### config.mk
export PLATFORM = sky130hd
export DESIGN_NAME = hamm_encoder_tx_flat
export DESIGN_NICKNAME = d
export VERILOG_FILES = /design/src/rtl/hamm_pkg.sv /design/src/rtl/hamm_encoder_tx_if.sv /design/src/rtl/hamm84_encode.sv /design/src/rtl/hamm_encoder_tx.sv /design/src/flat_wrapper.sv
export SDC_FILE = /design/constraint.sdc
export NUM_CORES = 1
export LEC_CHECK = 0
export ABC_CLOCK_PERIOD_IN_PS = 1900
export CAP_MARGIN = 10
export CORE_AREA = 2 2 56 71
export DETAILED_ROUTE_END_ITERATION = 7
export DIE_AREA = 0 0 58 73
export PLACE_DENSITY = 0.7
export SYNTH_ARGS = -nofsm -noshare
export SYNTH_HDL_FRONTEND = slang
export SYNTH_HIERARCHICAL = 1
export SYNTH_SLANG_ARGS = --single-unit
export TNS_END_PERCENT = 100
### constraint.sdc
create_clock -name clk -period 1.9 [get_ports clk]
set_input_delay 0.38 -clock clk [delete_from_list [all_inputs] [get_ports clk]]
set_output_delay 0.38 -clock clk [all_outputs]
set_load 0.005 [all_outputs]
### src/rtl/hamm_pkg.sv
// Shared Hamming(8,4) definitions for the encoder and decoder.
// Parity equations here fix the decoder's syndrome layout.
package hamm_pkg;

  localparam int HAMM_N = 8;
  localparam int HAMM_K = 4;

  typedef enum logic [1:0] {
    IDLE,
    SHIFT,
    GAP
  } tx_state_e;

  // Returns c3..c0; c0 makes the whole word even parity.
  function automatic logic [3:0] hamm84_parity(
    input logic [3:0] d
  );
    logic [2:0] p;
    p[2] = d[3] ^ d[2] ^ d[1];
    p[1] = d[3] ^ d[2] ^ d[0];
    p[0] = d[3] ^ d[1] ^ d[0];
    return {p, ^{d, p}};
  endfunction

endpackage

### src/rtl/hamm_encoder_tx_if.sv
// Nibble handshake plus serial and parallel codeword outputs.
// The DUT side uses slave; the source/sink side uses master.
interface hamm_encoder_tx_if;
  import hamm_pkg::*;

  logic [HAMM_K-1:0] din;
  logic              din_valid;
  logic              din_ready;
  logic              tx_bit;
  logic              tx_valid;
  logic              tx_sof;
  logic              tx_eof;
  logic [HAMM_N-1:0] code_out;
  logic              code_valid;

  modport master (
    output din,
    output din_valid,
    input  din_ready,
    input  tx_bit,
    input  tx_valid,
    input  tx_sof,
    input  tx_eof,
    input  code_out,
    input  code_valid
  );

  modport slave (
    input  din,
    input  din_valid,
    output din_ready,
    output tx_bit,
    output tx_valid,
    output tx_sof,
    output tx_eof,
    output code_out,
    output code_valid
  );

endinterface

### src/rtl/hamm84_encode.sv
// Combinational Hamming(8,4) encoder: data on c7..c4,
// parity on c3..c0.
module hamm84_encode
  import hamm_pkg::*;
(
  input  logic [HAMM_K-1:0] d,
  output logic [HAMM_N-1:0] c
);

  assign c = {d, hamm84_parity(d)};

endmodule

### src/rtl/hamm_encoder_tx.sv
// Hamming(8,4) transmitter: one-entry hold buffer feeding
// a serializer with frame strobes and optional inter-frame gap.
module hamm_encoder_tx
  import hamm_pkg::*;
#(
  parameter int GAP_CYCLES = 0,
  parameter bit MSB_FIRST  = 1'b1
) (
  input logic         clk,
  input logic         reset,
  hamm_encoder_tx_if.slave bus
);

  localparam int GW =
    ($clog2(GAP_CYCLES + 1) > 1) ? $clog2(GAP_CYCLES + 1) : 1;
  localparam logic [GW-1:0] GAP_LAST =
    GW'((GAP_CYCLES > 0) ? GAP_CYCLES - 1 : 0);

  tx_state_e         st_q;
  tx_state_e         st_d;
  logic [HAMM_N-1:0] enc;
  logic [HAMM_N-1:0] hold_q;
  logic              hold_v;
  logic [HAMM_N-1:0] sh_q;
  logic [HAMM_N-1:0] sh_d;
  logic [2:0]        cnt;
  logic [2:0]        cnt_d;
  logic [GW-1:0]     gap_cnt;
  logic [GW-1:0]     gap_d;
  logic              load;
  logic              accept;
  logic [2:0]        idx;
  logic              shift_d;

  logic              bit_q;
  logic              val_q;
  logic              sof_q;
  logic              eof_q;
  logic [HAMM_N-1:0] code_q;
  logic              cv_q;

  hamm84_encode u_enc (
    .d (bus.din),
    .c (enc)
  );

  // Ready depends only on the registered flag, so an accept
  // can never land on the same edge as a transfer.
  assign accept = bus.din_valid & ~hold_v;

  // Next state, counters and the hold-to-shifter transfer.
  always_comb begin
    st_d  = st_q;
    cnt_d = cnt;
    gap_d = gap_cnt;
    sh_d  = sh_q;
    load  = 1'b0;
    unique case (st_q)
      IDLE: begin
        if (hold_v) load = 1'b1;
      end
      SHIFT: begin
        if (cnt == 3'd7) begin
          if (GAP_CYCLES > 0) begin
            st_d  = GAP;
            gap_d = '0;
          end else if (hold_v) begin
            load = 1'b1;
          end else begin
            st_d = IDLE;
          end
        end else begin
          cnt_d = cnt + 3'd1;
        end
      end
      GAP: begin
        if (gap_cnt == GAP_LAST) begin
          if (hold_v) load = 1'b1;
          else        st_d = IDLE;
        end else begin
          gap_d = gap_cnt + GW'(1);
        end
      end
      default: st_d = IDLE;
    endcase
    if (load) begin
      st_d  = SHIFT;
      sh_d  = hold_q;
      cnt_d = '0;
    end
  end

  assign idx     = MSB_FIRST ? (3'd7 - cnt_d) : cnt_d;
  assign shift_d = (st_d == SHIFT);

  // State, shifter and counters.
  always_ff @(posedge clk or negedge reset) begin
    if (!reset) begin
      st_q    <= IDLE;
      sh_q    <= '0;
      cnt     <= '0;
      gap_cnt <= '0;
    end else begin
      st_q    <= st_d;
      sh_q    <= sh_d;
      cnt     <= cnt_d;
      gap_cnt <= gap_d;
    end
  end

  // One-entry hold buffer between the source and the shifter.
  always_ff @(posedge clk or negedge reset) begin
    if (!reset) begin
      hold_q <= '0;
      hold_v <= 1'b0;
    end else if (accept) begin
      hold_q <= enc;
      hold_v <= 1'b1;
    end else if (load) begin
      hold_v <= 1'b0;
    end
  end

  // Registered serial outputs describe the cycle being entered.
  always_ff @(posedge clk or negedge reset) begin
    if (!reset) begin
      bit_q  <= 1'b0;
      val_q  <= 1'b0;
      sof_q  <= 1'b0;
      eof_q  <= 1'b0;
      code_q <= '0;
      cv_q   <= 1'b0;
    end else begin
      bit_q <= shift_d & sh_d[idx];
      val_q <= shift_d;
      sof_q <= shift_d & (cnt_d == 3'd0);
      eof_q <= shift_d & (cnt_d == 3'd7);
      cv_q  <= load;
      if (load) code_q <= hold_q;
    end
  end

  assign bus.din_ready  = ~hold_v;
  assign bus.tx_bit     = bit_q;
  assign bus.tx_valid   = val_q;
  assign bus.tx_sof     = sof_q;
  assign bus.tx_eof     = eof_q;
  assign bus.code_out   = code_q;
  assign bus.code_valid = cv_q;

endmodule

### src/flat_wrapper.sv
// flat-port wrapper written by rule: the top's interface ports become plain ports
module hamm_encoder_tx_flat import hamm_pkg::*;
#(
  parameter int GAP_CYCLES = 0,
  parameter bit MSB_FIRST  = 1'b1
)
  (clk, reset, bus_din, bus_din_valid, bus_din_ready, bus_tx_bit, bus_tx_valid, bus_tx_sof, bus_tx_eof, bus_code_out, bus_code_valid);
  hamm_encoder_tx_if bus_i ();
  input logic clk;
  input logic reset;
  input wire logic [$bits(bus_i.din)-1:0] bus_din;
  input wire logic [$bits(bus_i.din_valid)-1:0] bus_din_valid;
  output wire logic [$bits(bus_i.din_ready)-1:0] bus_din_ready;
  output wire logic [$bits(bus_i.tx_bit)-1:0] bus_tx_bit;
  output wire logic [$bits(bus_i.tx_valid)-1:0] bus_tx_valid;
  output wire logic [$bits(bus_i.tx_sof)-1:0] bus_tx_sof;
  output wire logic [$bits(bus_i.tx_eof)-1:0] bus_tx_eof;
  output wire logic [$bits(bus_i.code_out)-1:0] bus_code_out;
  output wire logic [$bits(bus_i.code_valid)-1:0] bus_code_valid;
  assign bus_i.din = bus_din;
  assign bus_i.din_valid = bus_din_valid;
  assign bus_din_ready = bus_i.din_ready;
  assign bus_tx_bit = bus_i.tx_bit;
  assign bus_tx_valid = bus_i.tx_valid;
  assign bus_tx_sof = bus_i.tx_sof;
  assign bus_tx_eof = bus_i.tx_eof;
  assign bus_code_out = bus_i.code_out;
  assign bus_code_valid = bus_i.code_valid;
  hamm_encoder_tx #(.GAP_CYCLES(GAP_CYCLES), .MSB_FIRST(MSB_FIRST)) u_core (.clk(clk), .reset(reset), .bus(bus_i));
endmodule
# After elaboration in Yosys (flattened, before gate mapping)
# Index checks and enable logic that the tools add are counted.
[op_classes]
bitwise_logic = 10
order_cmp = 1
n_reduce_logical = 4
mul = 0
addsub = 3
n_eq_ne = 5
shift = 0
mux = 18
n_div = 0
[ops]
columns = ["op", "count"]
rows = [
  ["two-way mux 3 bit", 3],
  ["two-way mux 2 bit", 4],
  ["two-way mux 8 bit", 1],
  ["two-way mux 1 bit", 7],
  ["XOR reduction 7 bit", 1],
  ["== test 3 bit (second input constant)", 2],
  ["case mux 2 bit (3 select lines)", 1],
  ["XOR 1 bit", 5],
  ["bitwise AND 1 bit", 4],
  ["== test 2 x 1 -> 1 bit (second input constant)", 2],
  ["< comparator 3 x 4 -> 1 bit (second input constant)", 1],
  ["adder 3 x 1 -> 3 bit (second input constant)", 1],
  ["binary-select mux 1 bit (select 3 bit)", 1],
  ["zero test 3 bit", 1],
  ["case mux 1 bit (3 select lines)", 1],
  ["subtractor 3 bit (first input constant)", 1],
  ["== test 2 bit (second input constant)", 1],
  ["zero test 2 bit", 1],
  ["nonzero test 2 bit", 1],
  ["adder 1 bit (second input constant)", 1],
  ["inverter 1 bit", 1],
]
[word_totals]
ram_bits = 0
rom_bits = 0
memories = 0
reg_bits = 36
latch_bits = 0
wordCells = 53

# Logic depth before layout (Yosys ltp)
# Gate-level depths: netlist (run 1).
[logic_depth]
depth_word = 8
mapped_depth = 7
ltp_nobuf = 7

# By module
# The synthesis (run 1) kept the hierarchy.
[modules_own_cells]
columns = ["module", "area_each_um2", "seq_area_each_um2", "n_inst", "cells_each"]
rows = [
  ["hamm_encoder_tx", 1491.4, 875.8, 1, 118],
  ["hamm84_encode", 132.6, 0.0, 1, 8],
]

# Least setup slack after synthesis (run 1)
# OpenSTA, ideal clock, no wires.
[synth_path]
path_type = "register to register"
startpoint = "register u_core.cnt[0]"
endpoint = "register u_core.bit_q, in the netlist u_core/bus.tx_bit"
arrival_ns = 1.666
synth_period_minus_slack_ns = 1.787
setup_time_ns = 0.122
path_slack_ns = 0.113
path_buffers = 1
path_stages_with_launch = 8
cell_sequence = "dfrtp_1 -> ha_1 -> and2_4 -> nor3_4 -> or2_1 -> buf_6 -> o2111ai_2 -> a32o_1"
[synth_via]
elab_chain_len = 8
word_cells_on_any_way = 16
classes_between = "2 x add/sub; 2 x eq/ne; 11 x mux; 1 x bitwise"
[synth_lines]
columns = ["element", "line", "text"]
rows = [
  ["start: declaration", "hamm_encoder_tx.sv:26", "logic [2:0] cnt;"],
  ["start signal: assignment", "hamm_encoder_tx.sv:106", "cnt <= cnt_d;"],
  ["adder 3 x 1 -> 3 bit / == test 3 bit (equally long branches)", "hamm_encoder_tx.sv:73, hamm_encoder_tx.sv:63", ""],
  ["two-way mux 3 bit / two-way mux 1 bit (equally long branches)", "hamm_encoder_tx.sv:63", "if (cnt == 3'd7) begin"],
  ["two-way mux 3 bit / case mux 1 bit (3 select lines) (equally long branches)", "hamm_encoder_tx.sv:58", "unique case (st_q)"],
  ["two-way mux 3 bit *", "hamm_encoder_tx.sv:86", "if (load) begin"],
  ["net u_core.cnt_d[0]", "hamm_encoder_tx.sv:27", "logic [2:0] cnt_d;"],
  ["subtractor 3 bit *", "hamm_encoder_tx.sv:93", "assign idx = MSB_FIRST ? (3'd7 - cnt_d) : cnt_d;"],
  ["binary-select mux 1 bit (select 3 bit) *", "hamm_encoder_tx.sv:134", "bit_q <= shift_d & sh_d[idx];"],
  ["two-way mux 1 bit (implied by the code) *", "hamm_encoder_tx.sv:134", ""],
  ["bitwise AND 1 bit *", "hamm_encoder_tx.sv:134", ""],
  ["end signal: assignment", "hamm_encoder_tx.sv:134", ""],
  ["end: declaration", "hamm_encoder_tx.sv:35", "logic bit_q;"],
]
# The timed path passes the listed nets; every way through them passes the cells marked *. The select of a mux whose other input is x is not followed.
# A chain may end at the register's enable or synchronous reset.

# Final worst setup path (run 1)
# Same ends and word-level chain as after synthesis.

==> out/summary.md, run 1 <==
• **largest net degree at the start of global routing** 36
• **final RePlAce weighted congestion** 0.7912
• **fraction of power spent switching nets** 31.28%
• **Die Width** 58 microns
• **fraction of layout cells with a size suffix above 1** 29.87%
• **data arrival time of the worst path** 1.92 ns
• **total DRC errors in the routed layout** 0
• **combinational family with the most area after synthesis** multiplexers
• **leading area contributor after synthesis** dfrtp_1
• **routed len/inst** 14.70 microns
• **total placed instance area** 1871 sq um
• **Avg Inst Size Synth** 12.89 sq um
• **sequential share of the synthesized area** 53.93%
• **category of the critical setup timing path** reg2reg
• **Global Route Usage Sum** 15.10%
• **met3 track utilization from global routing** 4.965%
• **crit path time final** 1.743 ns
• **number of fillers in the final layout** 310
• **Std-Cell Core Area** 3628 sq um
• **worst clock skew on the final layout** 0.004586 ns
• **reg-to-reg slack, setup** 0.16 ns
• **commonest cells after routing, fill and taps aside** dfrtp_1 (35), clkdlybuf4s50_1 (20), mux2_2 (20), buf_4 (8)
• **CTS tree** built
• **clock buffer count from CTS** 5
• **share of flip-flops with an asynchronous set or reset after synthesis** 100.0%
• **CTS max path bufs** 2
• **post-synth net total** 134
• **highest net fanout along the worst path** 4
• **RSZ-0062 raised after global routing** no
• **largest vdd supply drop** 1061 uV
• **number of flops mapped to enable cells by yosys** 0
• **share of cell area taken by muxes after synthesis** 13.87%
• **via density per instance** 5.201
• **leakage power summed over all cells** 0.8804 nW
• **number of global-route vias before repair** 986
• **XOR/XNOR share of the synthesized area** 6.857%
• **effective utilization at floorplan** 44.76%
• **most common cell after layout, fill and taps aside** dfrtp_1
• **reported max-cap violation count** 0
• **PnR worst setup slack** 0.1572 ns
• **final antenna-violating net count** 0
• **met1 Track Usage GR** 17.87%
• **run status** finished, final reports clean
• **total die area** 4234 sq um
• **maximum level of the CTS H-tree** 2
• **Clk pwr share** 18.2%
• **worst skew pair latency** 0.29 ns
• **number of top-level pins** 21
• **element type at the critical path start** register
• **Yosys cell types** 33
• **area of the mapped netlist** 1624 sq um
• **count of TritonRoute iterations in the first routing pass** 4
• **Buffers on Ports** 20
• **setup bufs post-CTS** 0
• **Pwr per Cell Area** 1643 nW/um^2
• **prevailing post-synth register cell** dfrtp_1
• **area growth from synthesis to layout** 22.34%
• **hpwl dp** 2045 microns
• **count of final setup violators** 0
• **count of routing violations after the opening detailed-route iteration** 36
• **most crowded layer after global routing** met2
• **number of cell rows** 25
• **die extent in y** 73 microns
• **count of warnings emitted by yosys** 6
• **CTS resizes** 0
• **top post-synthesis cells by area** dfrtp_1 (54%), mux2_2 (14%), xor3_4 (3.4%)
• **fin crit share** 91.73%
• **Sink Count** 35
• **power dissipated by switching net loads** 1.021 mW
• **combinational cell fraction of total power** 41.6%
• **sequential cell fraction of total power** 40.2%
• **area share of the largest cell type after synthesis** 53.93%
• **simple-gate area share of the yosys netlist** 11.25%
• **Root Buffer** clkbuf_8
• **Fin Setup TNS** 0 ns
• **synthesized flop and latch total** 35
• **number of nets in the final layout** 161
• **wire length of the first global-routing pass** 4705 microns
• **diode insertion count for antenna repair** 0
• **CTS Hold Buffers Added** 0
• **clock transition at the registers of the reported paths** 0.07 ns
• **internal power consumption** 2.243 mW
• **Worst Setup End Kind** register
• **total routed wirelength** 2852 microns
• **Max Freq** 0.5738 GHz
• **worst setup slack after placement** 0.08979 ns
• **met2 Track Usage GR** 25.13%
• **initial antenna violation count** 0
• **final count of pins violating max slew** 0
• **synthesized-area fraction occupied by adder cells** 0.7704%
• **required time of the critical path** 2.08 ns
• **Compound-Gate Fraction of Synth Area** 7.781%
• **class of the tightest hold or removal check** in2async
• **Hold Violations, Final** 0
• **Finished Cell Area** 1987 sq um
• **total vias in the final route** 1009
• **synthesized netlist cell count** 126
• **grt total ovfl** 0
[cells by family (layout without fill, tap and decap cells)]
logic type / Yosys count / count (layout)
AND/OR/NAND/NOR: 31 / 31
other: 1 / 1
AO/OA/AOI/OAI: 19 / 19
adder cells (fa/ha/maj): 1 / 1
multiplexers: 20 / 20
buffers and inverters: 14 / 42
XOR/XNOR: 5 / 5
flip-flops: 35 / 35
[per-layer routing]
metal | vias up | share of wire (%)
li1 | 481 | -
met1 | 500 | 43
met2 | 23 | 51
met3 | 5 | 4.4
met4 | 0 | 1.8
met5 | - | 0
[worst paths after layout]
| path | from | endpoint | cells after the start |
|---|---|---|---|
| max | u_core/cnt[0] | u_core/bus.tx_bit | 8 |
| min | reset | u_core/bus.tx_valid | 2 |
| max reg2reg | u_core/cnt[0] | u_core/bus.tx_bit | 8 |
| min reg2reg | u_core/bus.code_out[4] | u_core/bus.code_out[4] | 1 |
| max in group asynchronous | reset | u_core/cnt[2] | 2 |
| min in group clk | u_core/bus.code_out[4] | u_core/bus.code_out[4] | 1 |
[worst max-delay path, stage by stage, from the launching register on]
cell and delay (ns):
dfrtp_1 0.38, ha_1 0.23, nand3b_1 0.11, a21oi_2 0.09, buf_4 0.15, a21o_1 0.19, inv_1 0.12, nand3_1 0.09
a32o_1 0.26
[cell type report]
cell class,count,area [sq um],share of cell area (%)
well taps,40,50.05,2.519
clock inverters,1,7.507,0.3778
flip-flops and latches,35,875.8,44.08
multi-input cells,77,674.4,33.94
repair buffers,28,260.3,13.10
inverters,6,22.52,1.133
clock buffers,7,96.34,4.849
[registers in the layout, summed over array words and instances (netlist names)]
signal / count
u_core/bus.tx_sof: 1
u_core/bus.tx_eof: 1
u_core/st_q: 2
u_core/bus.code_out: 8
u_core/bus.code_valid: 1
u_core/hold_v: 1
u_core/bus.tx_bit: 1
u_core/cnt: 3
u_core/bus.tx_valid: 1
u_core/sh_q: 8
u_core/hold_q: 8
[synth_stat cells, drive strengths merged, types with 3 or more instances]
cell	number
mux2	20
o21ai	8
nor2	4
inv	6
and3	3
a21oi	4
nand2	7
buf	7
nand3b	4
nand2b	4
xor3	4
dfrtp	35
[power by group through the flow]
stage	clock network (mW)	logic (mW)	registers [mW]
final	0.595	1.36	1.31
after global routing	0.638	1.48	1.36
after CTS	0.611	1.34	1.31
after detailed placement	0	1.33	1.33
after global placement	0	1.30	1.31
after floorplan	0	0.856	1.28
[stage by stage]
stage          util, %  cells  hold WS [ns]  power (mW)
3_3_place_gp     51.55    186        0.4640       2.609
2_1_floorplan        -    126       0.08441       2.139
4_1_cts          54.41    194        0.4967       3.264
3_5_place_dp     51.55    186        0.4771       2.655
6_report         54.76    194        0.4995       3.264
5_1_grt          54.76    194        0.5204       3.480
Note: power is estimated with default switching activity, not from simulation.
==> inputs of run 2 (changes only) <==
--- a/config.mk
+++ b/config.mk
@@ -11,6 +11,7 @@
 export DETAILED_ROUTE_END_ITERATION = 7
 export DIE_AREA = 0 0 58 73
 export PLACE_DENSITY = 0.7
+export SETUP_SLACK_MARGIN = 0.1
 export SYNTH_ARGS = -nofsm -noshare
 export SYNTH_HDL_FRONTEND = slang
 export SYNTH_HIERARCHICAL = 1
==> run 2 against run 1 <==
Wire length increased by 1.9%; first-iteration DRC count decreased by 19%; sequential cell count did not move; critical path type unchanged; critical path depth down 1; cell count increased by 1.5%; fmax rose by 1.2%; utilization increased by 1.3 points; largest power group unchanged.
==> out/summary.md, run 2 (synthesis gave the netlist of run 1 again) <==
• **CTS max path bufs** 2
• **number of nets in the final layout** 164
• **Fin Setup TNS** 0 ns
• **run status** finished, final reports clean
• **most common cell after layout, fill and taps aside** dfrtp_1
• **clock transition at the registers of the reported paths** 0.07 ns
• **CTS tree** built
• **Critical path buffers and inverters** 1
• **largest net degree at the start of global routing** 36
• **total placed instance area** 1871 sq um
• **crit path time final** 1.723 ns
• **total routed wirelength** 2906 microns
• **Die Width** 58 microns
• **Std-Cell Core Area** 3628 sq um
• **highest net fanout along the worst path** 5
• **area growth from synthesis to layout** 25.35%
• **class of the tightest hold or removal check** in2async
• **RSZ-0062 raised after global routing** yes
• **grt total ovfl** 0
• **die extent in y** 73 microns
• **Pwr per Cell Area** 1637 nW/um^2
• **effective utilization at floorplan** 44.76%
• **Max Freq** 0.5804 GHz
• **Sink Count** 35
• **total vias in the final route** 1023
• **Cell Chain, Critical Path** ha_4 > buf_6 > nand3b_1 > a31oi_4 > or2_4 > o2111ai_2 > a32o_2
• **count of TritonRoute iterations in the first routing pass** 4
• **hpwl dp** 2045 microns
• **number of cell rows** 25
• **element type at the critical path start** register
• **total DRC errors in the routed layout** 0
• **fin crit share** 90.68%
• **Finished Cell Area** 2036 sq um
• **largest vdd supply drop** 1065 uV
• **utilization after layout** 56.10%
• **worst skew pair latency** 0.29 ns
• **required time of the critical path** 2.08 ns
• **cell at the slowest stage of the critical path** dfrtp_1
• **count of final setup violators** 0
• **number of global-route vias before repair** 986
• **routed len/inst** 14.75 microns
• **Root Buffer** clkbuf_8
• **total power** 3.332 mW
• **Global Route Usage Sum** 15.10%
• **maximum level of the CTS H-tree** 2
• **clock buffer count from CTS** 5
• **worst clock skew on the final layout** 0.004148 ns
• **via density per instance** 5.193
• **final count of pins violating max slew** 0
• **Buffers on Ports** 20
• **initial antenna violation count** 0
• **count of routing violations after the opening detailed-route iteration** 29
• **Worst Setup End Kind** register
• **data arrival time of the worst path** 1.90 ns
• **total die area** 4234 sq um
• **commonest cells after routing, fill and taps aside** dfrtp_1 (35), clkdlybuf4s50_1 (20), mux2_2 (20), buf_4 (10)
• **stage delay of the slowest cell on the critical path** 0.39 ns
• **dominant delay contributor by cell family on the critical path** compound AO/OA/AOI/OAI gates
• **wire length of the first global-routing pass** 4705 microns
• **fraction of layout cells with a size suffix above 1** 32.48%
• **final antenna-violating net count** 0
• **category of the critical setup timing path** reg2reg
• **Hold Violations, Final** 0
• **reported max-cap violation count** 0
• **number of top-level pins** 21
• **final RePlAce weighted congestion** 0.7912
• **leakage power summed over all cells** 0.9014 nW
• **number of fillers in the final layout** 302
• **diode insertion count for antenna repair** 0
-- run 2: through the flow --
stage / std cells / hold slack [ns] / setup WS [ns]
after floorplan: 126 / 0.08441 / 0.1126
final: 197 / 0.5002 / 0.1771
after global routing: 197 / 0.5204 / 0.08202
after CTS: 194 / 0.4967 / 0.1167
after detailed placement: 186 / 0.4771 / 0.08979
after global placement: 186 / 0.4640 / 0.1257
-- run 2: report_power, final --
part / internal [mW] / switching [mW]
sequential: 1.10 / 0.224
combinational: 0.860 / 0.556
clock: 0.329 / 0.265
total: 2.29 / 1.04
-- run 2: layout make-up --
type / count / area (sq um) / area share, %
tap: 40 / 50.05 / 2.459
clock inverter: 1 / 7.507 / 0.3688
sequential: 35 / 875.8 / 43.02
inverter: 6 / 22.52 / 1.106
clock buffer: 7 / 96.34 / 4.733
timing repair buffer: 31 / 286.5 / 14.08
multi-input combinational: 77 / 696.9 / 34.23
-- run 2: per-layer routing --
metal | vias up | wire [microns] | global-route usage (%)
met3 | 5 | 123 | 4.965
met2 | 21 | 1494 | 25.13
met1 | 507 | 1238 | 17.87
met4 | 0 | 50 | 6.202
met5 | - | 0 | 0
li1 | 490 | - | -
-- run 2: final timing paths --
check / to / cells after the start / slack (ns) / from
min in group clk: u_core/bus.code_out[4] / 1 / 0.51 / u_core/bus.code_out[4]
worst min-delay path: u_core/bus.tx_valid / 2 / 0.50 / reset
worst max register to register: u_core/bus.tx_bit / 7 / 0.18 / u_core/cnt[1]
worst min register to register: u_core/bus.code_out[4] / 1 / 0.51 / u_core/bus.code_out[4]
worst max-delay path: u_core/bus.tx_bit / 7 / 0.18 / u_core/cnt[1]
max in group asynchronous: u_core/cnt[2] / 2 / 1.09 / reset
-- run 2: timing repair --
item	CTS	global route
resized for setup	0	9
buffers inserted	0	3
setup endpoints to repair	0	11
endpoints found under the hold margin	0	0
hold buffers	0	0
==> inputs of run 3 (changes only) <==
--- a/config.mk
+++ b/config.mk
@@ -8,6 +8,7 @@
 export ABC_CLOCK_PERIOD_IN_PS = 1900
 export CAP_MARGIN = 10
 export CORE_AREA = 2 2 56 71
+export CTS_CLUSTER_SIZE = 20
 export DETAILED_ROUTE_END_ITERATION = 7
 export DIE_AREA = 0 0 58 73
 export PLACE_DENSITY = 0.7
==> results of run 3 <==
Final layout, timing and power as in run 2 (identical DEF).
